$ cat src/rtl/mem_stage_ctrl_if.sv
// Data-cache port between the MEM-stage controller (master) and the cache (slave).
interface mem_stage_ctrl_if;
    logic        dmemREN;
    logic        dmemWEN;
    logic [31:0] dmemaddr;
    logic [31:0] dmemstore;
    logic        dhit;
    logic [31:0] dmemload;

    modport master (
        output dmemREN, dmemWEN, dmemaddr, dmemstore,
        input  dhit, dmemload
    );

    modport slave (
        input  dmemREN, dmemWEN, dmemaddr, dmemstore,
        output dhit, dmemload
    );
endinterface

$ cat src/rtl/mem_stage_ctrl.sv
// MEM-stage controller: issues data-cache requests, stalls until dhit, selects and
// registers write-back fields, and flags misaligned/timed-out accesses and halt.
module mem_stage_ctrl #(
    parameter int unsigned TIMEOUT = 256,
    parameter int unsigned CNT_W   = 16
) (
    input  logic             CLK,
    input  logic             RST,
    input  logic             ex_valid,
    input  logic [31:0]      aluOutport_in,
    input  logic [31:0]      rdat2_in,
    input  logic [31:0]      pcplus4_in,
    input  logic [4:0]       rt_in,
    input  logic [4:0]       rd_in,
    input  logic             MemToReg_in,
    input  logic             RegDst_in,
    input  logic             JType_in,
    input  logic             regWEN_in,
    input  logic             Halt_in,
    input  logic             dMemREN_in,
    input  logic             dMemWEN_in,
    mem_stage_ctrl_if.master dcache,
    output logic             mem_stall,
    output logic [4:0]       wb_wsel,
    output logic [31:0]      wb_wdat,
    output logic             wb_regWEN,
    output logic             halt_out,
    output logic             mem_err,
    output logic [CNT_W-1:0] stall_cnt
);

    typedef enum logic [1:0] {IDLE, WAIT, ERR} state_t;

    localparam int unsigned            WCNT_W    = $clog2(TIMEOUT) + 1;
    localparam logic [WCNT_W-1:0]      WAIT_LAST = WCNT_W'(TIMEOUT - 1);

    state_t            state, state_n;
    logic [WCNT_W-1:0] wait_cnt, wait_nxt;
    logic              acc, mis, req_ok;
    logic [4:0]        wsel;
    logic [31:0]       wdat;

    // RST gates the requests so an in-flight access is dropped in the reset cycle itself.
    always_comb begin
        acc    = !RST && ex_valid && (dMemREN_in || dMemWEN_in) && !halt_out && (state != ERR);
        mis    = acc && (aluOutport_in[1:0] != 2'b00);
        req_ok = acc && !mis;
    end

    assign dcache.dmemWEN   = req_ok & dMemWEN_in;
    assign dcache.dmemREN   = req_ok & dMemREN_in & ~dMemWEN_in;
    assign dcache.dmemaddr  = aluOutport_in;
    assign dcache.dmemstore = rdat2_in;

    assign mem_stall = req_ok & ~dcache.dhit;
    assign mem_err   = (state == ERR);
    assign wait_nxt  = wait_cnt + WCNT_W'(1);

    always_comb begin
        wsel = JType_in ? 5'd31 : (RegDst_in ? rd_in : rt_in);
        if (MemToReg_in)
            wdat = dcache.dmemload;
        else
            wdat = JType_in ? pcplus4_in : aluOutport_in;
    end

    // Timeout fires on the cycle the wait counter would reach TIMEOUT-1, so the access
    // stalls for exactly TIMEOUT cycles including the first (IDLE) cycle.
    always_comb begin
        state_n = state;
        unique case (state)
            IDLE: begin
                if (mis)
                    state_n = ERR;
                else if (mem_stall)
                    state_n = WAIT;
            end
            WAIT: begin
                if (mis)
                    state_n = ERR;
                else if (!acc || dcache.dhit)
                    state_n = IDLE;
                else if (wait_nxt == WAIT_LAST)
                    state_n = ERR;
            end
            ERR:     state_n = ERR;
            default: state_n = IDLE;
        endcase
    end

    always_ff @(posedge CLK or posedge RST) begin
        if (RST) begin
            state    <= IDLE;
            wait_cnt <= '0;
        end else begin
            state    <= state_n;
            wait_cnt <= (state == WAIT) ? wait_nxt : '0;
        end
    end

    always_ff @(posedge CLK or posedge RST) begin
        if (RST) begin
            wb_wsel   <= '0;
            wb_wdat   <= '0;
            wb_regWEN <= 1'b0;
            halt_out  <= 1'b0;
            stall_cnt <= '0;
        end else begin
            if (mem_stall && (stall_cnt != '1))
                stall_cnt <= stall_cnt + CNT_W'(1);
            if (!mem_stall) begin
                wb_wsel   <= wsel;
                wb_wdat   <= wdat;
                wb_regWEN <= ex_valid && regWEN_in && !mis && (state != ERR) && !halt_out;
                if (ex_valid && Halt_in)
                    halt_out <= 1'b1;
            end
        end
    end

endmodule

$ cat src/flat_wrapper.sv
// flat-port wrapper written by rule: the top's interface ports become plain ports
module mem_stage_ctrl_flat 
#(
    parameter int unsigned TIMEOUT = 256,
    parameter int unsigned CNT_W   = 16
)
  (CLK, RST, ex_valid, aluOutport_in, rdat2_in, pcplus4_in, rt_in, rd_in, MemToReg_in, RegDst_in, JType_in, regWEN_in, Halt_in, dMemREN_in, dMemWEN_in, mem_stall, wb_wsel, wb_wdat, wb_regWEN, halt_out, mem_err, stall_cnt, dcache_dmemREN, dcache_dmemWEN, dcache_dmemaddr, dcache_dmemstore, dcache_dhit, dcache_dmemload);
  mem_stage_ctrl_if dcache_i ();
  input  logic CLK;
  input  logic RST;
  input  logic ex_valid;
  input  logic [31:0] aluOutport_in;
  input  logic [31:0] rdat2_in;
  input  logic [31:0] pcplus4_in;
  input  logic [4:0] rt_in;
  input  logic [4:0] rd_in;
  input  logic MemToReg_in;
  input  logic RegDst_in;
  input  logic JType_in;
  input  logic regWEN_in;
  input  logic Halt_in;
  input  logic dMemREN_in;
  input  logic dMemWEN_in;
  output logic mem_stall;
  output logic [4:0] wb_wsel;
  output logic [31:0] wb_wdat;
  output logic wb_regWEN;
  output logic halt_out;
  output logic mem_err;
  output logic [CNT_W-1:0] stall_cnt;
  output wire logic [$bits(dcache_i.dmemREN)-1:0] dcache_dmemREN;
  output wire logic [$bits(dcache_i.dmemWEN)-1:0] dcache_dmemWEN;
  output wire logic [$bits(dcache_i.dmemaddr)-1:0] dcache_dmemaddr;
  output wire logic [$bits(dcache_i.dmemstore)-1:0] dcache_dmemstore;
  input wire logic [$bits(dcache_i.dhit)-1:0] dcache_dhit;
  input wire logic [$bits(dcache_i.dmemload)-1:0] dcache_dmemload;
  assign dcache_dmemREN = dcache_i.dmemREN;
  assign dcache_dmemWEN = dcache_i.dmemWEN;
  assign dcache_dmemaddr = dcache_i.dmemaddr;
  assign dcache_dmemstore = dcache_i.dmemstore;
  assign dcache_i.dhit = dcache_dhit;
  assign dcache_i.dmemload = dcache_dmemload;
  mem_stage_ctrl #(.TIMEOUT(TIMEOUT), .CNT_W(CNT_W)) u_core (.CLK(CLK), .RST(RST), .ex_valid(ex_valid), .aluOutport_in(aluOutport_in), .rdat2_in(rdat2_in), .pcplus4_in(pcplus4_in), .rt_in(rt_in), .rd_in(rd_in), .MemToReg_in(MemToReg_in), .RegDst_in(RegDst_in), .JType_in(JType_in), .regWEN_in(regWEN_in), .Halt_in(Halt_in), .dMemREN_in(dMemREN_in), .dMemWEN_in(dMemWEN_in), .dcache(dcache_i), .mem_stall(mem_stall), .wb_wsel(wb_wsel), .wb_wdat(wb_wdat), .wb_regWEN(wb_regWEN), .halt_out(halt_out), .mem_err(mem_err), .stall_cnt(stall_cnt));
endmodule
$ cat config.mk
export PLATFORM = sky130hd
export DESIGN_NAME = mem_stage_ctrl_flat
export DESIGN_NICKNAME = d
export VERILOG_FILES = /design/src/rtl/mem_stage_ctrl_if.sv /design/src/rtl/mem_stage_ctrl.sv /design/src/flat_wrapper.sv
export SDC_FILE = /design/constraint.sdc
export NUM_CORES = 1
export LEC_CHECK = 0
export ABC_AREA = 1
export BUFFER_PORTS_ARGS = -buffer_cell sky130_fd_sc_hd__buf_2
export CAP_MARGIN = 0
export CORE_ASPECT_RATIO = 0.5
export CORE_MARGIN = 10
export CORE_UTILIZATION = 30
export DETAILED_ROUTE_END_ITERATION = 8
export GPL_TIMING_DRIVEN = 0
export PLACE_DENSITY = 0.63
export SYNTH_ARGS = -nofsm -noshare
export SYNTH_HDL_FRONTEND = slang
export SYNTH_SLANG_ARGS = --single-unit
$ cat constraint.sdc
create_clock -name CLK -period 4.4 [get_ports CLK]
set_clock_uncertainty 0.2 [all_clocks]
set_input_delay 0.44 -clock CLK [delete_from_list [all_inputs] [get_ports CLK]]
set_output_delay 0.44 -clock CLK [all_outputs]
set_load 0.02 [all_outputs]
==> Flow_metrics.wiki, run 1 <==
{| class="wikitable"
! Metric !! Value
|-
| Met1 Usage GRT || 16.18%
|-
| Register bit count reported by yosys || 66
|-
| Critical path required time || 3760 ps
|-
| Hold violation count in the final report || 0
|-
| Total detailed-routing wirelength || 14,980 microns
|-
| Die extent in x || 187.0 microns
|-
| Global-route track usage on met3 || 4.819%
|-
| Avg Inst Size Synth || 7.514 sq um
|-
| Initial antenna violation count || 0
|-
| Area taken by multi-input logic gates || 1803 sq um
|-
| Critical Path Slowest Stage Cell || inv_4
|-
| Crit path largest cell delay || 590 ps
|-
| Ys Warns || 0
|-
| Result of the run || finished clean
|-
| Starting density of the core || 30.80%
|-
| Detailed placer's ending HPWL || 12,260 microns
|-
| Proportion of layout cells with a drive suffix above 1 || 43.28%
|-
| Crit path kind || primary input to primary output
|-
| CP max FO || 67
|-
| Power per cell area || 294.0 nW/um^2
|-
| Count of mapped cells out of synthesis || 557
|-
| Fin. max-slew vios || 0
|-
| Clock Latency Late Sink || 320 ps
|-
| Transition time at the pin with the least slew margin || 842.3 ps
|-
| Placeable core region || 13,590 sq um
|-
| Post-route minimum period || 3269 ps
|-
| Buf+Inv Stages, Crit Path || 6
|-
| Wire length per cell || 14.94 microns
|-
| Most used DFF post-synth || dfrtp_1
|-
| P_leak || 2.997 nW
|-
| Biggest area consumer among synthesized cells || dfrtp_1
|-
| Wire length of the first global-routing pass || 23,450 microns
|-
| Overflow left after global routing || 0
|-
| Routability-driven placement congestion ratio || 0.9194
|-
| Relative slew slack || 43.85%
|-
| Worst vdd ir || 0.1512 mV
|-
| Total clock sinks || 66
|-
| Maximum count of clock buffers along a single path || 2
|-
| Number of nets in the synthesized netlist || 709
|-
| Fraction of the cycle the final worst path needs || 74.29%
|-
| Clock tree from TritonCTS || yes
|-
| Number of remaining DRC errors || 0
|-
| Cts bufs inserted || 9
|-
| Die height || 103.5 microns
|-
| Worst setup slack before clock tree synthesis || 1017 ps
|-
| Critical Path, Cell by Cell || buf_2 > inv_4 > o21ai_0 > nor3_4 > nand3_2 > inv_2 > buf_6 > buf_6 > buf_2
|-
| Kind of cell with the highest combined delay on the critical path || buffers and inverters
|-
| Final ANT Viol Nets || 0
|-
| Number of nets at the end of the flow || 958
|-
| Total Die Area || 19,360 sq um
|-
| Number of placed I/O pins || 272
|-
| Signal arrival time at the worst endpoint || 2630 ps
|-
| Type of origin of the critical path || primary input
|-
| Setup repair bufs after CTS || 0
|-
| Top area cells in the synthesized netlist || dfrtp_1, buf_4, nor2_1
|-
| Total global-route track usage || 14.63%
|-
| Async set-reset flop share out of synthesis || 100.0%
|-
| Cell row count || 30
|-
| Cell variety after synth || 28
|-
| Relative area change from synthesis to final layout || 41.70%
|-
| Element type at the critical path end || primary output
|-
| # setup viols final || 0
|-
| Number of global-route vias before repair || 4,497
|-
| Type of the tightest min-delay check || primary input to async pin
|-
| Sequential area share after synthesis || 39.46%
|-
| Clock tree root driver cell || clkbuf_16
|-
| Fillers || 1,434
|-
| Total of hold buffers inserted after clock tree synthesis || 0
|-
| Count of buffers inserted at the top-level ports || 238
|-
| Clock slew at reported path FFs || 50 ps
|-
| Most common cell in the netlist || nor2_1
|-
| Number of vias per cell || 4.405
|-
| Fmax || 305.9 MHz
|-
| H-tree levels || 3
|-
| Top cell types by occurrence after synthesis || nor2_1, nand2_1, dfrtp_1, buf_4, a21oi_1
|-
| Util after Layout || 43.65%
|-
| PostCTS Resize Cnt || 0
|-
| Count of maximum capacitance violations || 0
|-
| Vias after detailed routing || 4,418
|-
| Met2 capacity usage during global routing || 26.74%
|-
| Area taken by flip-flops and latches || 1652 sq um
|-
| Most used routing layer in global routing || met2
|-
| Unrepaired setup endpoints after global routing || false
|-
| Drt initial violations || 245
|-
| Number of flops mapped to enable cells by yosys || 0
|-
| Diode insertion count for antenna repair || 0
|-
| Cell area after technology mapping || 4185 sq um
|-
| Top cell type's share of synthesized area || 39.46%
|-
| Maximum number of pins on one net before global-route repair || 68
|-
| First-pass iteration count of the detailed router || 5
|-
| Setup slack of the critical path after layout || 1131 ps
|}
where the power goes:
group	internal [mW]	total, mW	switching, mW
clock network	0.495	0.753	0.258
registers	0.636	0.650	0.0142
logic	0.143	0.340	0.197
total	1.27	1.74	0.469
cell usage in the layout (no fill, tap or decap), drive strengths merged, types with 9 or more instances in the layout:
cell and count:
a21oi 38, nand2 98, nand3 17, xor2 9, nor2 105, inv 27
dfrtp 66, clkbuf 21, o21ai 48, nor3 39, buf 317
through the flow:
step | TNS [ps] | instance area [sq um] | cells | hold WS (ps) | total power [mW]
6_report | 0 | 5931 | 1003 | 87.76 | 1.743
5_1_grt | 0 | 5931 | 1003 | 151.5 | 1.835
4_1_cts | 0 | 5931 | 1003 | 131.2 | 1.770
3_5_place_dp | 0 | 5619 | 987 | 270.3 | 1.006
3_3_place_gp | -13260 | 5617 | 987 | 262.4 | 1.002
2_1_floorplan | 0 | 4185 | 557 | 254.6 | 0.8586
cells by family (layout without fill, tap and decap cells):
| family | after synthesis | after routing | share of synthesized area, % |
|---|---|---|---|
| and+or+nand+nor | 265 | 265 | 27.15 |
| buffers and inverters | 116 | 370 | 17.46 |
| AOI/OAI and AO/OA | 95 | 95 | 12.53 |
| DFF | 66 | 66 | 39.46 |
| xor gates and xnor gates | 12 | 12 | 2.511 |
| adders and majority gates | 3 | 3 | 0.8970 |
flip-flops by register name, indices dropped and copies added, names as in the netlist:
register,count
u_core.halt_out,1
u_core.stall_cnt,16
u_core.state,2
u_core.wait_cnt,9
u_core.wb_regWEN,1
u_core.wb_wdat,32
u_core.wb_wsel,5
metal layers:
layer	vias to the layer above	routed length (microns)
li1	2248	-
met1	2031	6251
met2	133	7778
met3	6	867
met4	0	85
met5	-	0
final timing paths:
kind,endpoint,start,cells past startpoint,slack (ps)
max in group asynchronous,u_core.wait_cnt[0]$_DFF_PP0_,RST,2,3360
worst min-delay path,u_core.wb_wdat[4]$_DFFE_PP0N_,RST,2,90
worst min register to register,u_core.wb_wdat[6]$_DFFE_PP0N_,u_core.wb_wdat[6]$_DFFE_PP0N_,2,280
worst max register to register,u_core.stall_cnt[0]$_DFFE_PP0P_,u_core.stall_cnt[0]$_DFFE_PP0P_,8,2450
min in group CLK,u_core.halt_out$_DFFE_PP0P_,Halt_in,3,140
worst max-delay path,mem_stall,RST,9,1130
layout make-up:
type | count | area share [%]
inverter | 27 | 1.751
timing repair buffer | 238 | 20.08
buffer | 89 | 10.61
tap | 192 | 4.051
clock inverter | 5 | 1.329
multi-input combinational | 375 | 30.40
clock buffer | 11 | 3.924
sequential | 66 | 27.85
(Power assumes the default switching activity.)
==> run 2: changes to the inputs <==
- ABC_AREA: 1 -> 0
- PLACE_DENSITY: 0.63 -> 0.66
- clock period: 4.4 -> 2.78 ns (I/O delays scaled with it)
==> Flow_metrics.wiki, run 2 <==
{| class="wikitable"
! Metric !! Value
|-
| Fraction of the cycle the final worst path needs || 93.52%
|-
| Total detailed-routing wirelength || 14,000 microns (was 14,980 microns)
|-
| P_leak || 2.985 nW (was 2.997 nW)
|-
| Drt initial violations || 155 (was 245)
|-
| Number of nets at the end of the flow || 867 (was 958)
|-
| Crit path largest cell delay || 530 ps (was 590 ps)
|-
| Post-route minimum period || 2600 ps
|-
| Relative slew slack || 42.59% (was 43.85%)
|-
| Count of buffers inserted at the top-level ports || 236 (was 238)
|-
| Adder-cell share of the synthesized area || 0.9155% (was 0.8969%)
|-
| Cell area after technology mapping || 4100 sq um (was 4185 sq um)
|-
| Vias after detailed routing || 4,010 (was 4,418)
|-
| Avg Inst Size Synth || 8.837 sq um (was 7.514 sq um)
|-
| Signal arrival time at the worst endpoint || 2120 ps (was 2630 ps)
|-
| Final Instance Count excl. Fillers || 896 (was 1,003)
|-
| Critical path required time || 2300 ps (was 3760 ps)
|-
| Cell variety after synth || 46 (was 28)
|-
| Cell row count || 30 (unchanged)
|-
| Maximum number of pins on one net before global-route repair || 41 (was 68)
|-
| Number of remaining DRC errors || 0 (unchanged)
|-
| Largest family of logic cells by synthesized area || simple AND/OR/NAND/NOR gates (unchanged)
|-
| Hold violation count in the final report || 0 (unchanged)
|-
| Number of vias per cell || 4.475 (was 4.405)
|-
| Largest reg by FF count || u_core.wb_wdat (unchanged)
|-
| Wire length per cell || 15.62 microns (was 14.94 microns)
|-
| Initial antenna violation count || 0 (unchanged)
|-
| Fmax || 384.6 MHz
|-
| Highest-count cells in the layout ignoring fill and taps || buf_2, buf_4, dfrtp_1, nand2_1, nor2_1 (was buf_2, nor2_1, nand2_1, dfrtp_1, buf_4)
|-
| # setup viols final || 0 (unchanged)
|-
| Unrepaired setup endpoints after global routing || false (unchanged)
|-
| Diode insertion count for antenna repair || 0 (unchanged)
|-
| Compound-gate portion of the synthesized area || 13.24% (was 12.53%)
|-
| Simple-gate share of the synthesized area || 17.36% (was 27.14%)
|-
| Element type at the critical path end || primary output (unchanged)
|-
| Register bit count reported by yosys || 66 (unchanged)
|-
| Most used DFF post-synth || dfrtp_1 (unchanged)
|-
| Most common library cell in the layout ignoring fill and taps || buf_2 (unchanged)
|-
| Largest registers ranked by flip-flop count || u_core.wb_wdat (32), u_core.stall_cnt (16), u_core.wait_cnt (9) (unchanged)
|-
| Buf+Inv Stages, Crit Path || 5 (was 6)
|-
| H-tree levels || 3 (unchanged)
|-
| Ys Warns || 0 (unchanged)
|-
| Maximum count of clock buffers along a single path || 2 (unchanged)
|-
| Kind of cell with the highest combined delay on the critical path || buffers and inverters (unchanged)
|-
| Critical Path, Cell by Cell || dlygate4sd3_1 > buf_2 > or3_4 > and4b_1 > buf_6 > buf_6 > buf_2 (was buf_2 > inv_4 > o21ai_0 > nor3_4 > nand3_2 > inv_2 > buf_6 > buf_6 > buf_2)
|-
| Sequential area share after synthesis || 40.28% (was 39.46%)
|-
| Number of global-route vias before repair || 3,976 (was 4,497)
|-
| Total global-route track usage || 13.55% (was 14.63%)
|-
| Result of the run || finished clean (unchanged)
|-
| Biggest area consumer among synthesized cells || dfrtp_1 (unchanged)
|-
| Total clock sinks || 66 (unchanged)
|-
| Portion of netlist area occupied by mux cells || 8.605% (was 0%)
|-
| Relative area change from synthesis to final layout || 42.81% (was 41.70%)
|-
| Worst vdd ir || 0.3469 mV (was 0.1512 mV)
|-
| Share of the synthesized netlist area taken by xor and xnor gates || 4.059% (was 2.511%)
|-
| Die extent in x || 185.3 microns (was 187.0 microns)
|-
| Placeable core region || 13,480 sq um (was 13,590 sq um)
|-
| Power per cell area || 467.9 nW/um^2 (was 294.0 nW/um^2)
|-
| Number of flip-flops in the largest register || 32 (unchanged)
|-
| Number of placed I/O pins || 272 (unchanged)
|-
| Routability-driven placement congestion ratio || 0.8928 (was 0.9194)
|-
| Clock Latency Late Sink || 330 ps (was 320 ps)
|-
| Number of flops mapped to enable cells by yosys || 0 (unchanged)
|-
| Count of maximum capacitance violations || 0 (unchanged)
|-
| Wire length of the first global-routing pass || 20,640 microns (was 23,450 microns)
|-
| Clock tree root driver cell || clkbuf_16 (unchanged)
|-
| Number of nets in the synthesized netlist || 616 (was 709)
|-
| Clock slew at reported path FFs || 60 ps (was 50 ps)
|-
| First-pass iteration count of the detailed router || 4 (was 5)
|-
| Fin. max-slew vios || 0 (unchanged)
|-
| Count of mapped cells out of synthesis || 464 (was 557)
|-
| Proportion of layout cells with a drive suffix above 1 || 47.64% (was 43.28%)
|-
| Cell count after placement || 877 (was 987)
|-
| Top cell type's share of synthesized area || 40.28% (was 39.46%)
|-
| Type of origin of the critical path || primary input (unchanged)
|-
| Type of the tightest min-delay check || primary input to flop (was primary input to async pin)
|-
| Setup repair bufs after CTS || 0 (unchanged)
|-
| Top cell types by occurrence after synthesis || buf_4, dfrtp_1, nand2_1, nor2_1, o21ai_0 (was nor2_1, nand2_1, dfrtp_1, buf_4, a21oi_1)
|-
| Total Die Area || 19,030 sq um (was 19,360 sq um)
|-
| Final ANT Viol Nets || 0 (unchanged)
|-
| Critical Path Slowest Stage Cell || dlygate4sd3_1 (was inv_4)
|-
| Cts bufs inserted || 9 (unchanged)
|-
| Crit path kind || primary input to primary output (unchanged)
|-
| Clock tree from TritonCTS || yes (unchanged)
|-
| Most common cell in the netlist || buf_4 (was nor2_1)
|-
| Die height || 102.7 microns (was 103.5 microns)
|-
| CP max FO || 19 (was 67)
|-
| Overflow left after global routing || 0 (unchanged)
|-
| Detailed placer's ending HPWL || 11,890 microns (was 12,260 microns)
|-
| Async set-reset flop share out of synthesis || 100.0% (unchanged)
|-
| Util after Layout || 43.45% (was 43.65%)
|-
| Starting density of the core || 30.43% (was 30.80%)
|-
| Transition time at the pin with the least slew margin || 859.8 ps (was 842.3 ps)
|-
| Top area cells in the synthesized netlist || dfrtp_1, buf_4, mux2i_1 (was dfrtp_1, buf_4, nor2_1)
|}
==> run 2: worst register-to-register path, cell delays in order, from the launching register on <==
cell	delay, ps
dfrtp_1	450
ha_1	170
clkbuf_1	280
a21boi_0	330
nand4_1	140
a21boi_0	210
o22ai_1	120
o21a_1	200
==> run 2: cell families (layout without fill, tap and decap cells) <==
family	Yosys count	in the layout
fa+ha+maj	3	3
buf+inv	96	352
compound gates	94	94
mux	35	35
simple gates	151	151
flops	66	66
xor+xnor	19	19
==> run 2: worst paths after layout <==
| path | start | end | slack (ps) | cells after the start |
|---|---|---|---|---|
| max | RST | mem_stall | 180 | 7 |
| min in group asynchronous | RST | u_core.wb_regWEN$_DFFE_PP0N_ | 500 | 3 |
| min | dcache_dmemload[14] | u_core.wb_wdat[14]$_DFFE_PP0N_ | 40 | 3 |
| max reg2reg | u_core.wait_cnt[0]$_DFF_PP0_ | u_core.state[0]$_DFFE_PP0P_ | 560 | 7 |
| min reg2reg | u_core.wb_wdat[19]$_DFFE_PP0N_ | u_core.wb_wdat[19]$_DFFE_PP0N_ | 270 | 2 |
| max in group asynchronous | RST | u_core.wb_wdat[25]$_DFFE_PP0N_ | 1240 | 4 |
==> run 2: layout make-up <==
class | instances | area (sq um)
Buffer | 87 | 599.3
Inverter | 8 | 30.03
Clock buffer | 9 | 225.2
Sequential cell | 66 | 1652
Multi-Input combinational cell | 302 | 1812
Tap cell | 176 | 220.2
Fill cell | 1367 | 7620
Timing Repair Buffer | 241 | 1241
Clock inverter | 7 | 76.32
==> run 2: metrics by stage <==
stage          worst slack, ps  total power [mW]  setup TNS (ps)  instance area (sq um)  hold WS (ps)
2_1_floorplan            647.2             1.388               0                   4100         224.1
3_3_place_gp            -190.7             1.620          -12390                   5502         259.4
3_5_place_dp             516.3             1.631               0                   5522         265.9
4_1_cts                  38.32             2.779               0                   5863         34.08
5_1_grt                  106.7             2.870               0                   5856         48.01
6_report                 180.2             2.740               0                   5856         41.91
==> run 2: routing by layer <==
layer / up-vias / global-route usage [%] / part of all wire (%)
met5: - / 0 / 0
met4: 0 / 3.660 / 1.6
met3: 14 / 4.151 / 7.0
met2: 116 / 25.04 / 53
met1: 1863 / 14.86 / 38
li1: 2017 / - / -
==> run 2: timing repair <==
item,4_1_cts,5_1_grt
endpoints found under the setup margin,0,1
resized for setup,0,0
hold buffers,4,0
hold endpoints to repair,41,0
==> run 2: report_power, final <==
group	total, mW	switching [mW]	internal [mW]
clock network	1.13	0.430	0.701
logic	0.570	0.323	0.247
registers	1.04	0.0274	1.01
total	2.74	0.780	1.96
==> run 3: changes to the inputs <==
- REMOVE_ABC_BUFFERS: not set -> 1
==> Flow_metrics.wiki, run 3 (synthesis gave the netlist of run 2 again) <==
{| class="wikitable"
! Metric !! Value
|-
| Cell depth of the worst min-delay path || 3 (unchanged)
|-
| Result of the run || finished clean (unchanged)
|-
| Proportion of layout cells with a drive suffix above 1 || 39.64% (was 47.64%)
|-
| Diode insertion count for antenna repair || 0 (unchanged)
|-
| Timing startpoint of the critical path || u_core.halt_out$_DFFE_PP0P_ (was RST)
|-
| Hold violation count in the final report || 0 (unchanged)
|-
| H-tree levels || 3 (unchanged)
|-
| Clock slew at reported path FFs || 60 ps (about the same)
|-
| Clock tree root driver cell || clkbuf_16 (unchanged)
|-
| Maximum count of clock buffers along a single path || 2 (unchanged)
|-
| Initial antenna violation count || 0 (unchanged)
|-
| Worst slack on hold paths || 39.31 ps (was 41.91 ps)
|-
| Transition time at the pin with the least slew margin || 1069 ps (was 859.8 ps)
|-
| CP max FO || 60 (was 19)
|-
| Overflow left after global routing || 0 (unchanged)
|-
| Critical Path, Cell by Cell || nor2b_1 > and4b_4 > buf_12 > buf_2 (was dlygate4sd3_1 > buf_2 > or3_4 > and4b_1 > buf_6 > buf_6 > buf_2)
|-
| Fmax || 393.7 MHz (was 384.6 MHz)
|-
| Final Instance Count excl. Fillers || 779 (was 896)
|-
| Maximum number of pins on one net before global-route repair || 67 (was 41)
|-
| Total clock sinks || 66 (unchanged)
|-
| Number of flip-flops in the largest register || 32 (unchanged)
|-
| First-pass iteration count of the detailed router || 4 (unchanged)
|-
| Final ANT Viol Nets || 0 (unchanged)
|-
| P_leak || 2.504 nW (was 2.985 nW)
|-
| Cell row count || 30 (unchanged)
|-
| Routability-driven placement congestion ratio || 0.8637 (was 0.8928)
|-
| Number of placed I/O pins || 272 (unchanged)
|-
| Highest-count cells in the layout ignoring fill and taps || buf_2, dfrtp_1, nand2_1, nor2_1, o21ai_0 (was buf_2, buf_4, dfrtp_1, nand2_1, nor2_1)
|-
| Wire length of the first global-routing pass || 22,100 microns (was 20,640 microns)
|-
| Relative slew slack || 28.73% (was 42.59%)
|-
| Relative area change from synthesis to final layout || 24.90% (was 42.81%)
|-
| Count of maximum capacitance violations || 0 (unchanged)
|-
| Total Die Area || 19,030 sq um (unchanged)
|-
| Worst-case reg-to-reg path depth || 5 (was 7)
|-
| Most common library cell in the layout ignoring fill and taps || buf_2 (unchanged)
|-
| Number of vias per cell || 4.576 (was 4.475)
|-
| Worst vdd ir || 0.3348 mV (was 0.3469 mV)
|-
| Clock Latency Late Sink || 320 ps (was 330 ps)
|-
| Type of the tightest min-delay check || primary input to flop (unchanged)
|-
| Placeable core region || 13,480 sq um (unchanged)
|-
| Number of nets at the end of the flow || 751 (was 867)
|-
| Element type at the critical path end || primary output (unchanged)
|-
| Cts bufs inserted || 9 (unchanged)
|-
| Wire length per cell || 19.59 microns (was 15.62 microns)
|-
| Worst Min Path Start || dcache_dmemload[30] (was dcache_dmemload[14])
|-
| Crit path largest cell delay || 540 ps (was 530 ps)
|-
| Signal arrival time at the worst endpoint || 2060 ps (was 2120 ps)
|-
| Fraction of the cycle the final worst path needs || 91.37% (was 93.52%)
|-
| Critical Path Slowest Stage Cell || and4b_4 (was dlygate4sd3_1)
|-
| Type of origin of the critical path || flop (was primary input)
|-
| Number of remaining DRC errors || 0 (unchanged)
|-
| Count of buffers inserted at the top-level ports || 207 (was 236)
|-
| Clock tree from TritonCTS || yes (unchanged)
|-
| Detailed placer's ending HPWL || 12,700 microns (was 11,890 microns)
|-
| # setup viols final || 0 (unchanged)
|-
| Cell count after placement || 760 (was 877)
|-
| Largest reg by FF count || u_core.wb_wdat (unchanged)
|-
| Die height || 102.7 microns (unchanged)
|-
| Total global-route track usage || 15.66% (was 13.55%)
|-
| Endpoint with the worst hold slack || u_core.wb_wdat[30]$_DFFE_PP0N_ (was u_core.wb_wdat[14]$_DFFE_PP0N_)
|-
| Number of global-route vias before repair || 3,623 (was 3,976)
|-
| Drt initial violations || 168 (was 155)
|-
| Post-route minimum period || 2540 ps (was 2600 ps)
|-
| Power per cell area || 515.9 nW/um^2 (was 467.9 nW/um^2)
|-
| Setup slack, reg-to-reg || 280 ps (was 560 ps)
|-
| Starting density of the core || 30.43% (unchanged)
|-
| Fillers || 1,391 (was 1,367)
|-
| Total detailed-routing wirelength || 15,260 microns (was 14,000 microns)
|-
| Die extent in x || 185.3 microns (unchanged)
|-
| Capture point of the worst reg-to-reg path || u_core.halt_out$_DFFE_PP0P_ (was u_core.state[0]$_DFFE_PP0P_)
|-
| Unrepaired setup endpoints after global routing || false (unchanged)
|-
| Reg-to-Reg Start || u_core.halt_out$_DFFE_PP0P_ (was u_core.wait_cnt[0]$_DFF_PP0_)
|-
| Critical path required time || 2300 ps (about the same)
|-
| Largest registers ranked by flip-flop count || u_core.wb_wdat (32), u_core.stall_cnt (16), u_core.wait_cnt (9) (unchanged)
|-
| Fin. max-slew vios || 0 (unchanged)
|-
| Crit path kind || flop to primary output (was primary input to primary output)
|-
| Vias after detailed routing || 3,565 (was 4,010)
|}
==> run 3: cell types whose count changed in the layout (fill, tap and decap cells not counted), sizes merged <==
cell      previous run  this run
buf                313       208
clkbuf              20        13
inv                 11         8
clkinvlp             2         0
==> run 3: where the power goes <==
part / internal, mW / switching [mW]
logic: 0.172 / 0.268
registers: 1.01 / 0.0277
clock network: 0.761 / 0.401
==> run 3: layer usage <==
layer | share of wire (%) | track usage [%] | vias to the layer above | routed length, microns
li1 | - | - | 1788 | -
met1 | 41 | 17.49 | 1651 | 6262
met2 | 45 | 24.40 | 113 | 6840
met3 | 12 | 9.919 | 11 | 1868
met4 | 0.94 | 2.916 | 2 | 144
met5 | 0.94 | 6.383 | - | 144
==> run 3: worst max path at each step <==
stage | end | slack, ps | cells after the start
global placement | u_core.stall_cnt[7]$_DFFE_PP0P_ | -1180 | 6
global route | mem_stall | 110 | 4
floorplan | u_core.stall_cnt[3]$_DFFE_PP0P_ | -450 | 5
CTS | mem_stall | 60 | 4
finish | mem_stall | 240 | 4
detailed placement | mem_stall | 320 | 5
==> run 3: worst max-delay path, delay by kind of cell, from the launching register on <==
kind                   cells  cell delay, ps
and+or+nand+nor            2             860
buffers and inverters      2             480
DFF                        1             380
==> run 3: what timing repair did <==
action,CTS,global route
gates resized for setup,0,1
hold buffers,4,0
setup buffers,0,0
endpoints found under the hold margin,27,0
setup endpoints to repair,0,1
==> run 3: cell type report <==
type                            count  area (sq um)  area share [%]
Clock buffer                       13         270.3           5.277
Clock inverter                      2         35.03          0.6841
Inverter                            8         32.53          0.6352
Multi-Input combinational cell    302          1815           35.45
Sequential cell                    66          1652           32.25
Tap cell                          176         220.2           4.300
Timing Repair Buffer              212          1096           21.40
==> run 3: through the flow <==
| step | utilization [%] | worst slack, ps | area (sq um) | power [mW] | setup TNS, ps |
|---|---|---|---|---|---|
| 2_1_floorplan | - | -448.3 | 3493 | 1.230 | -10190 |
| 3_3_place_gp | 35.25 | -1178 | 4750 | 1.496 | -75310 |
| 3_5_place_dp | 35.42 | 321.9 | 4773 | 1.504 | 0 |
| 4_1_cts | 37.99 | 60.68 | 5119 | 2.696 | 0 |
| 5_1_grt | 38.00 | 110.0 | 5121 | 2.790 | 0 |
| 6_report | 38.00 | 239.8 | 5121 | 2.642 | 0 |
